## src/rtl/cache_pkg.sv

```systemverilog
// Shared geometry, refill state encoding and address helpers for the
// direct-mapped data cache and its refill controller.
package cache_pkg;

  localparam int BLOCK_SIZE             = 32;
  localparam int NUM_OF_BLOCKS_PER_LINE = 4;
  localparam int NUM_OF_CACHE_LINES     = 4;
  localparam int ADDRESS_SIZE           = 32;

  localparam int OFFSET_LENGTH = $clog2(NUM_OF_BLOCKS_PER_LINE);
  localparam int INDEX_LENGTH  = $clog2(NUM_OF_CACHE_LINES);
  localparam int TAG_LENGTH    = ADDRESS_SIZE - OFFSET_LENGTH - INDEX_LENGTH;
  localparam int LINE_BITS     = NUM_OF_BLOCKS_PER_LINE * BLOCK_SIZE;

  typedef logic [ADDRESS_SIZE-1:0]  addr_t;
  typedef logic [TAG_LENGTH-1:0]    tag_t;
  typedef logic [INDEX_LENGTH-1:0]  index_t;
  typedef logic [OFFSET_LENGTH-1:0] offset_t;
  typedef logic [BLOCK_SIZE-1:0]    block_t;
  typedef logic [LINE_BITS-1:0]     line_t;

  typedef enum logic [2:0] {
    ST_IDLE    = 3'd0,
    ST_WB      = 3'd1,
    ST_RD_REQ  = 3'd2,
    ST_RD_WAIT = 3'd3,
    ST_COMMIT  = 3'd4
  } refill_state_e;

  function automatic tag_t tag_of(input addr_t a);
    return tag_t'(a >> (OFFSET_LENGTH + INDEX_LENGTH));
  endfunction

  function automatic index_t index_of(input addr_t a);
    return index_t'(a >> OFFSET_LENGTH);
  endfunction

  function automatic addr_t block_addr(input tag_t t, input index_t i, input offset_t o);
    return {t, i, o};
  endfunction

endpackage

```

## src/rtl/cache_refill_ctrl_if.sv

```systemverilog
// Block-addressed memory bus between the refill controller (master) and
// backing memory (slave): one request channel plus a read-data return.
interface cache_refill_ctrl_if
  import cache_pkg::*;
();
  logic   mem_valid;
  logic   mem_ready;
  logic   mem_write;
  addr_t  mem_addr;
  block_t mem_wdata;
  logic   mem_rvalid;
  block_t mem_rdata;

  modport master (
    output mem_valid, mem_write, mem_addr, mem_wdata,
    input  mem_ready, mem_rvalid, mem_rdata
  );

  modport slave (
    input  mem_valid, mem_write, mem_addr, mem_wdata,
    output mem_ready, mem_rvalid, mem_rdata
  );
endinterface

```

## src/rtl/cache_line_buffer.sv

```systemverilog
// One cache line of storage: whole-line load for the victim, per-block write
// for returning read beats, and a per-block read mux for write-back beats.
module cache_line_buffer
  import cache_pkg::*;
(
  input  logic    clk,
  input  logic    rst_n,
  input  logic    load_en,
  input  line_t   load_line,
  input  logic    wr_en,
  input  offset_t wr_idx,
  input  block_t  wr_data,
  input  offset_t rd_idx,
  output block_t  rd_data,
  output line_t   line
);
  logic [NUM_OF_BLOCKS_PER_LINE-1:0][BLOCK_SIZE-1:0] blk_r;

  // Line storage; a load takes priority over a single-block write.
  always_ff @(posedge clk or negedge rst_n) begin
    if (!rst_n) begin
      blk_r <= '0;
    end else if (load_en) begin
      blk_r <= load_line;
    end else if (wr_en) begin
      blk_r[wr_idx] <= wr_data;
    end
  end

  assign rd_data = blk_r[rd_idx];
  assign line    = blk_r;
endmodule

```

## src/rtl/cache_refill_ctrl.sv

```systemverilog
// Miss handler for the direct-mapped cache: optional dirty-victim write-back,
// beat-by-beat line fetch, then a single-cycle fill of the assembled line.
module cache_refill_ctrl
  import cache_pkg::*;
(
  input  logic   clk,
  input  logic   rst_n,
  input  logic   miss_valid,
  output logic   miss_ready,
  input  addr_t  miss_addr,
  input  logic   victim_valid,
  input  logic   victim_dirty,
  input  tag_t   victim_tag,
  input  line_t  victim_line,
  output logic   fill_valid,
  output index_t fill_index,
  output tag_t   fill_tag,
  output line_t  fill_line,
  output logic   busy,
  cache_refill_ctrl_if.master mem
);
  localparam offset_t LAST_BEAT = offset_t'(NUM_OF_BLOCKS_PER_LINE - 1);
  localparam offset_t BEAT_ONE  = offset_t'(1);

  refill_state_e state_r, state_nx_s;
  offset_t beat_r, beat_nx_s;
  tag_t    miss_tag_r, miss_tag_nx_s, victim_tag_r, victim_tag_nx_s;
  index_t  index_r, index_nx_s;
  logic    buf_load_s, buf_wr_s;
  block_t  buf_rd_s;
  line_t   buf_line_s;
  logic    mem_valid_r, mem_write_r, busy_r, fill_valid_r;
  addr_t   mem_addr_r, mem_addr_nx_s;
  block_t  mem_wdata_r, mem_wdata_nx_s;
  index_t  fill_index_r;
  tag_t    fill_tag_r;
  line_t   fill_line_r;
  logic [NUM_OF_BLOCKS_PER_LINE-1:0][BLOCK_SIZE-1:0] fill_blk_s;

  cache_line_buffer u_line_buffer (
    .clk       (clk),
    .rst_n     (rst_n),
    .load_en   (buf_load_s),
    .load_line (victim_line),
    .wr_en     (buf_wr_s),
    .wr_idx    (beat_r),
    .wr_data   (mem.mem_rdata),
    .rd_idx    (beat_nx_s),
    .rd_data   (buf_rd_s),
    .line      (buf_line_s)
  );

  // Next-state, beat and capture logic; the buffer is shared by victim and fill.
  always_comb begin
    state_nx_s      = state_r;
    beat_nx_s       = beat_r;
    miss_tag_nx_s   = miss_tag_r;
    victim_tag_nx_s = victim_tag_r;
    index_nx_s      = index_r;
    buf_load_s      = 1'b0;
    buf_wr_s        = 1'b0;
    case (state_r)
      ST_IDLE: begin
        if (miss_valid) begin
          buf_load_s      = 1'b1;
          miss_tag_nx_s   = tag_of(miss_addr);
          index_nx_s      = index_of(miss_addr);
          victim_tag_nx_s = victim_tag;
          beat_nx_s       = '0;
          if (victim_valid && victim_dirty) begin
            state_nx_s = ST_WB;
          end else begin
            state_nx_s = ST_RD_REQ;
          end
        end else begin
          state_nx_s = ST_IDLE;
        end
      end
      ST_WB: begin
        if (mem.mem_ready) begin
          beat_nx_s = beat_r + BEAT_ONE;
          if (beat_r == LAST_BEAT) begin
            state_nx_s = ST_RD_REQ;
          end else begin
            state_nx_s = ST_WB;
          end
        end else begin
          state_nx_s = ST_WB;
        end
      end
      ST_RD_REQ: begin
        if (mem.mem_ready) begin
          state_nx_s = ST_RD_WAIT;
        end else begin
          state_nx_s = ST_RD_REQ;
        end
      end
      ST_RD_WAIT: begin
        if (mem.mem_rvalid) begin
          buf_wr_s  = 1'b1;
          beat_nx_s = beat_r + BEAT_ONE;
          if (beat_r == LAST_BEAT) begin
            state_nx_s = ST_COMMIT;
          end else begin
            state_nx_s = ST_RD_REQ;
          end
        end else begin
          state_nx_s = ST_RD_WAIT;
        end
      end
      ST_COMMIT: state_nx_s = ST_IDLE;
      default:   state_nx_s = ST_IDLE;
    endcase
  end

  // Bus outputs are registered from the next state, so they hold through stalls.
  always_comb begin
    mem_addr_nx_s  = '0;
    mem_wdata_nx_s = '0;
    fill_blk_s     = buf_line_s;
    fill_blk_s[LAST_BEAT] = mem.mem_rdata;
    if (state_nx_s == ST_WB) begin
      mem_addr_nx_s  = block_addr(victim_tag_nx_s, index_nx_s, beat_nx_s);
      mem_wdata_nx_s = buf_load_s ? victim_line[BLOCK_SIZE-1:0] : buf_rd_s;
    end else if (state_nx_s == ST_RD_REQ) begin
      mem_addr_nx_s  = block_addr(miss_tag_nx_s, index_nx_s, beat_nx_s);
    end else begin
      mem_addr_nx_s  = '0;
    end
  end

  // State, captured miss fields and all registered outputs.
  always_ff @(posedge clk or negedge rst_n) begin
    if (!rst_n) begin
      state_r      <= ST_IDLE;
      beat_r       <= '0;
      miss_tag_r   <= '0;
      victim_tag_r <= '0;
      index_r      <= '0;
      busy_r       <= 1'b0;
      mem_valid_r  <= 1'b0;
      mem_write_r  <= 1'b0;
      mem_addr_r   <= '0;
      mem_wdata_r  <= '0;
      fill_valid_r <= 1'b0;
      fill_index_r <= '0;
      fill_tag_r   <= '0;
      fill_line_r  <= '0;
    end else begin
      state_r      <= state_nx_s;
      beat_r       <= beat_nx_s;
      miss_tag_r   <= miss_tag_nx_s;
      victim_tag_r <= victim_tag_nx_s;
      index_r      <= index_nx_s;
      busy_r       <= (state_nx_s != ST_IDLE);
      mem_valid_r  <= (state_nx_s == ST_WB) || (state_nx_s == ST_RD_REQ);
      mem_write_r  <= (state_nx_s == ST_WB);
      mem_addr_r   <= mem_addr_nx_s;
      mem_wdata_r  <= mem_wdata_nx_s;
      fill_valid_r <= (state_nx_s == ST_COMMIT);
      if (state_nx_s == ST_COMMIT) begin
        fill_index_r <= index_r;
        fill_tag_r   <= miss_tag_r;
        fill_line_r  <= fill_blk_s;
      end
    end
  end

  assign miss_ready    = !busy_r;
  assign busy          = busy_r;
  assign fill_valid    = fill_valid_r;
  assign fill_index    = fill_index_r;
  assign fill_tag      = fill_tag_r;
  assign fill_line     = fill_line_r;
  assign mem.mem_valid = mem_valid_r;
  assign mem.mem_write = mem_write_r;
  assign mem.mem_addr  = mem_addr_r;
  assign mem.mem_wdata = mem_wdata_r;
endmodule

```

## src/flat_wrapper.sv

```systemverilog
// flat-port wrapper written by rule: the top's interface ports become plain ports
module cache_refill_ctrl_flat import cache_pkg::*;
  (clk, rst_n, miss_valid, miss_ready, miss_addr, victim_valid, victim_dirty, victim_tag, victim_line, fill_valid, fill_index, fill_tag, fill_line, busy, mem_mem_valid, mem_mem_write, mem_mem_addr, mem_mem_wdata, mem_mem_ready, mem_mem_rvalid, mem_mem_rdata);
  cache_refill_ctrl_if mem_i ();
  input  logic clk;
  input  logic rst_n;
  input  logic miss_valid;
  output logic miss_ready;
  input  addr_t miss_addr;
  input  logic victim_valid;
  input  logic victim_dirty;
  input  tag_t victim_tag;
  input  line_t victim_line;
  output logic fill_valid;
  output index_t fill_index;
  output tag_t fill_tag;
  output line_t fill_line;
  output logic busy;
  output wire logic [$bits(mem_i.mem_valid)-1:0] mem_mem_valid;
  output wire logic [$bits(mem_i.mem_write)-1:0] mem_mem_write;
  output wire logic [$bits(mem_i.mem_addr)-1:0] mem_mem_addr;
  output wire logic [$bits(mem_i.mem_wdata)-1:0] mem_mem_wdata;
  input wire logic [$bits(mem_i.mem_ready)-1:0] mem_mem_ready;
  input wire logic [$bits(mem_i.mem_rvalid)-1:0] mem_mem_rvalid;
  input wire logic [$bits(mem_i.mem_rdata)-1:0] mem_mem_rdata;
  assign mem_mem_valid = mem_i.mem_valid;
  assign mem_mem_write = mem_i.mem_write;
  assign mem_mem_addr = mem_i.mem_addr;
  assign mem_mem_wdata = mem_i.mem_wdata;
  assign mem_i.mem_ready = mem_mem_ready;
  assign mem_i.mem_rvalid = mem_mem_rvalid;
  assign mem_i.mem_rdata = mem_mem_rdata;
  cache_refill_ctrl u_core (.clk(clk), .rst_n(rst_n), .miss_valid(miss_valid), .miss_ready(miss_ready), .miss_addr(miss_addr), .victim_valid(victim_valid), .victim_dirty(victim_dirty), .victim_tag(victim_tag), .victim_line(victim_line), .fill_valid(fill_valid), .fill_index(fill_index), .fill_tag(fill_tag), .fill_line(fill_line), .busy(busy), .mem(mem_i));
endmodule
```

## config.mk

```make
export PLATFORM = sky130hd
export DESIGN_NAME = cache_refill_ctrl_flat
export DESIGN_NICKNAME = d
export VERILOG_FILES = /design/src/rtl/cache_pkg.sv /design/src/rtl/cache_refill_ctrl_if.sv /design/src/rtl/cache_line_buffer.sv /design/src/rtl/cache_refill_ctrl.sv /design/src/flat_wrapper.sv
export SDC_FILE = /design/constraint.sdc
export NUM_CORES = 1
export LEC_CHECK = 0
export ABC_AREA = 1
export CAP_MARGIN = 20
export CORE_UTILIZATION = 49
export CTS_CLUSTER_DIAMETER = 200
export CTS_CLUSTER_SIZE = 14
export DETAILED_ROUTE_END_ITERATION = 8
export PLACE_DENSITY = 0.79
export SLEW_MARGIN = 20
export SYNTH_ARGS = -nofsm -noshare
export SYNTH_HDL_FRONTEND = slang
export SYNTH_SLANG_ARGS = --single-unit
```

## constraint.sdc

```tcl
create_clock -name clk -period 2.7 [get_ports clk]
set_clock_uncertainty 0.2 [all_clocks]
set_input_delay 0.54 -clock clk [delete_from_list [all_inputs] [get_ports clk]]
set_output_delay 0.54 -clock clk [all_outputs]
set_load 0.02 [all_outputs]
```

==> impl_metrics.tcl <==
set metrics [dict create \
    tns_ps 0 \
    layout-drive-gt1-share 0.0496 \
    synth_seq_cells 417 \
    area_delta_synth_final_pct 35.8 \
    min-delay-start "u_core.fill_line[44]" \
    post_drt_via_cell_ratio 5.65 \
    route.detailed.drc 0 \
    path_clk_slew_ps 70 \
    cp.arrival_ps 1640 \
    path_max_fanout 2 \
    synth_area_per_cell_um2 8.40 \
    grt_setup_unrepaired "no" \
    nNetsFinal 2751 \
    clkLatencyLatePin_ps 540 \
    cellPowerDensity_nw_per_um2 1230 \
    grt_max_degree 120 \
    crit_type "reg2out" \
    htree_levels 2 \
    cts.path.max_buffers 3 \
    whs_ps 272 \
    core_um2 35600 \
    ir_drop_mv 0.765 \
    yosysSeqAreaShare 0.590 \
    die-area_um2 36900 \
    grt_pass1_wl_um 95400 \
    yosys.area.top_type "dfrtp_1" \
    fmax_mhz 419 \
    die_w_um 192 \
    crit_chain "clkdlybuf4s50_1" \
    worst_slew_margin_rel 0.589 \
    cts_buffers 35 \
    fin_ws_ps 316 \
    critPathBufInv 1 \
    yosys.cell_types.count 30 \
    critPathSlowestCell "clkdlybuf4s50_1" \
    regToRegStartpoint "u_core.state_r[1]" \
    die_h_um 192 \
    pre_cts_slack_ps -47.8 \
    yosys_warnings 0 \
    finalHoldViolations 0 \
    cp_data_required_time_ps 1960 \
    post-dp-hpwl_um 43500 \
    final_area_um2 24000 \
    antenna_left 0 \
    cts_tree "built" \
    syn_inst 2105 \
    hold_class "reg2reg" \
    cts.sinks 417 \
    min_period_ps 2380 \
    fillers 2848 \
    setup_viol 0 \
    synth_top_area_frac 0.590 \
    worst_slew_pin_slew_ps 616 \
    cpPeakStageDelay_ps 750 \
    placed_area_um2 23100 \
    place_congestion 0.940 \
    p_leak_nw 11.5 \
    critPathTopFamily "buffers and inverters" \
    routedWlPerCell_um 20.9 \
    status "finished clean" \
    startpoint "u_core.fill_line[108]" \
    netlist_top_cells_area "dfrtp_1, nand2_1, nand3_1" \
    synth_nets 2336 \
    gr-total-overflow 0 \
    period_share 0.883 \
    first_pass_iters 7 \
    final_max_slew_viol_count 0 \
    drt-initial-drc-count 1833 \
    port_buffers 451 \
    antenna_found_initial 7 \
    num_io_pins 454 \
    vias 16864 \
    rows 69 \
    grt_pass1_vias 16503 \
    synth_area_um2 17700 \
    max_cap_viol_count 0 \
    root_buffer "clkbuf_16" \
    end_kind "output pin" \
    track_usage 0.343 \
    startpoint_type "flop" \
    routed_wirelength_um 62500 \
    start_util 0.497 \
]
[cells by family after synthesis]
family | count (synthesis) | synth area share
flip-flops | 417 | 0.590
AO/OA/AOI/OAI | 151 | 0.0542
AND/OR/NAND/NOR | 1365 | 0.312
buffers and inverters | 168 | 0.0414
adder cells (fa/ha/maj) | 4 | 0.00283
[worst paths after layout]
check                                                     end  slack [ps]  cells after the start
min in group asynchronous                 u_core.fill_line[8]         350                      2
worst min register to register           u_core.fill_line[44]         270                      2
worst min-delay path                     u_core.fill_line[44]         270                      2
worst max-delay path                           fill_line[108]         320                      1
worst max register to register       u_core.mem.mem_wdata[18]         420                     10
max in group asynchronous       u_core.u_line_buffer.line[68]        1180                      3
[repair_timing]
action,in CTS,in global routing
hold buffers,1,0
setup buffers,0,0
hold endpoints to repair,43,0
resized for setup,0,0
[cell usage in the layout (no fill, tap or decap)]
cell type,n
o21bai_1,1
o21ai_1,1
nand4_1,1
o21ai_0,12
o311ai_0,20
inv_1,23
buf_4,35
buf_12,31
clkinv_1,1
inv_6,2
nand3_1,278
nand3b_1,1
buf_8,1
a21oi_1,35
a31oi_1,73
o211ai_1,5
a21oi_2,2
ha_1,4
and2_1,1
dlygate4sd3_1,1
o311ai_2,1
inv_2,2
nor2_4,3
diode_2,3
clkdlybuf4s50_1,450
o21ai_2,1
clkbuf_16,37
nand2_1,983
nor2_1,89
clkinv_2,1
dfrtp_1,417
nand2_2,3
nand3_4,1
or2_2,4
nor2_2,1
[report_power, final]
group	leakage, nW	total [W]	switching [W]	internal [W]
combinational	5.73	0.0141	0.00830	0.00580
sequential	5.33	0.0108	0.00181	0.00900
clock	0.460	0.00464	0.00222	0.00242
total	11.5	0.0296	0.0123	0.0172
[layout make-up]
cell class / instances / area (um^2) / area share
Sequential cell: 417 / 10400 / 0.434
Multi-Input combinational cell: 1520 / 6550 / 0.272
Timing Repair Buffer: 518 / 5410 / 0.225
Clock buffer: 37 / 926 / 0.0385
Tap cell: 461 / 577 / 0.0240
Inverter: 28 / 115 / 0.00479
Antenna cell: 3 / 7.51 / 0.000312
Clock inverter: 1 / 5.00 / 0.000208
[metal layers]
metal	share of wire	up-vias	GRT usage
met5	0.00090	-	0
met4	0.050	8	0.163
met3	0.12	164	0.0901
met2	0.45	1019	0.518
met1	0.39	8067	0.462
li1	-	7606	-
[cells in the mapped netlist]
cell type	number
clkbuf_1	64
a21oi_1	35
o311ai_0	20
nand3_4	1
o211ai_1	5
inv_2	3
a31oi_1	73
buf_1	22
o311ai_2	1
o21ai_0	12
buf_6	1
nor2_4	1
ha_1	4
nand2_1	986
and2_1	1
or2_2	4
buf_2	42
nand3_1	278
o21bai_1	1
dfrtp_1	417
o21ai_2	1
nand4_1	1
o21ai_1	1
nor2_2	1
inv_1	23
buf_4	11
nand3b_1	1
a21oi_2	2
clkinv_1	2
nor2_1	91
[flip-flops by register name, indices dropped and copies added (netlist names)]
| signal | cells |
|---|---|
| u_core.fill_line | 128 |
| u_core.u_line_buffer.line | 128 |
| u_core.mem.mem_addr | 32 |
| u_core.mem.mem_wdata | 32 |
| u_core.fill_tag | 28 |
| u_core.miss_tag_r | 28 |
| u_core.victim_tag_r | 28 |
| u_core.state_r | 3 |
| u_core.beat_r | 2 |
| u_core.fill_index | 2 |
| u_core.index_r | 2 |
| u_core.busy | 1 |
| u_core.fill_valid | 1 |
| u_core.mem.mem_valid | 1 |
| u_core.mem.mem_write | 1 |
[stage by stage]
| stage | power (W) | utilization | cells |
|---|---|---|---|
| final | 0.0296 | 0.675 | 2985 |
| after global routing | 0.0313 | 0.675 | 2985 |
| after CTS | 0.0295 | 0.675 | 2982 |
| after detailed placement | 0.0248 | 0.649 | 2943 |
| after global placement | 0.0244 | 0.649 | 2943 |
| after floorplan | 0.0181 | - | 2105 |
Power figures use the tool's default switching activity.
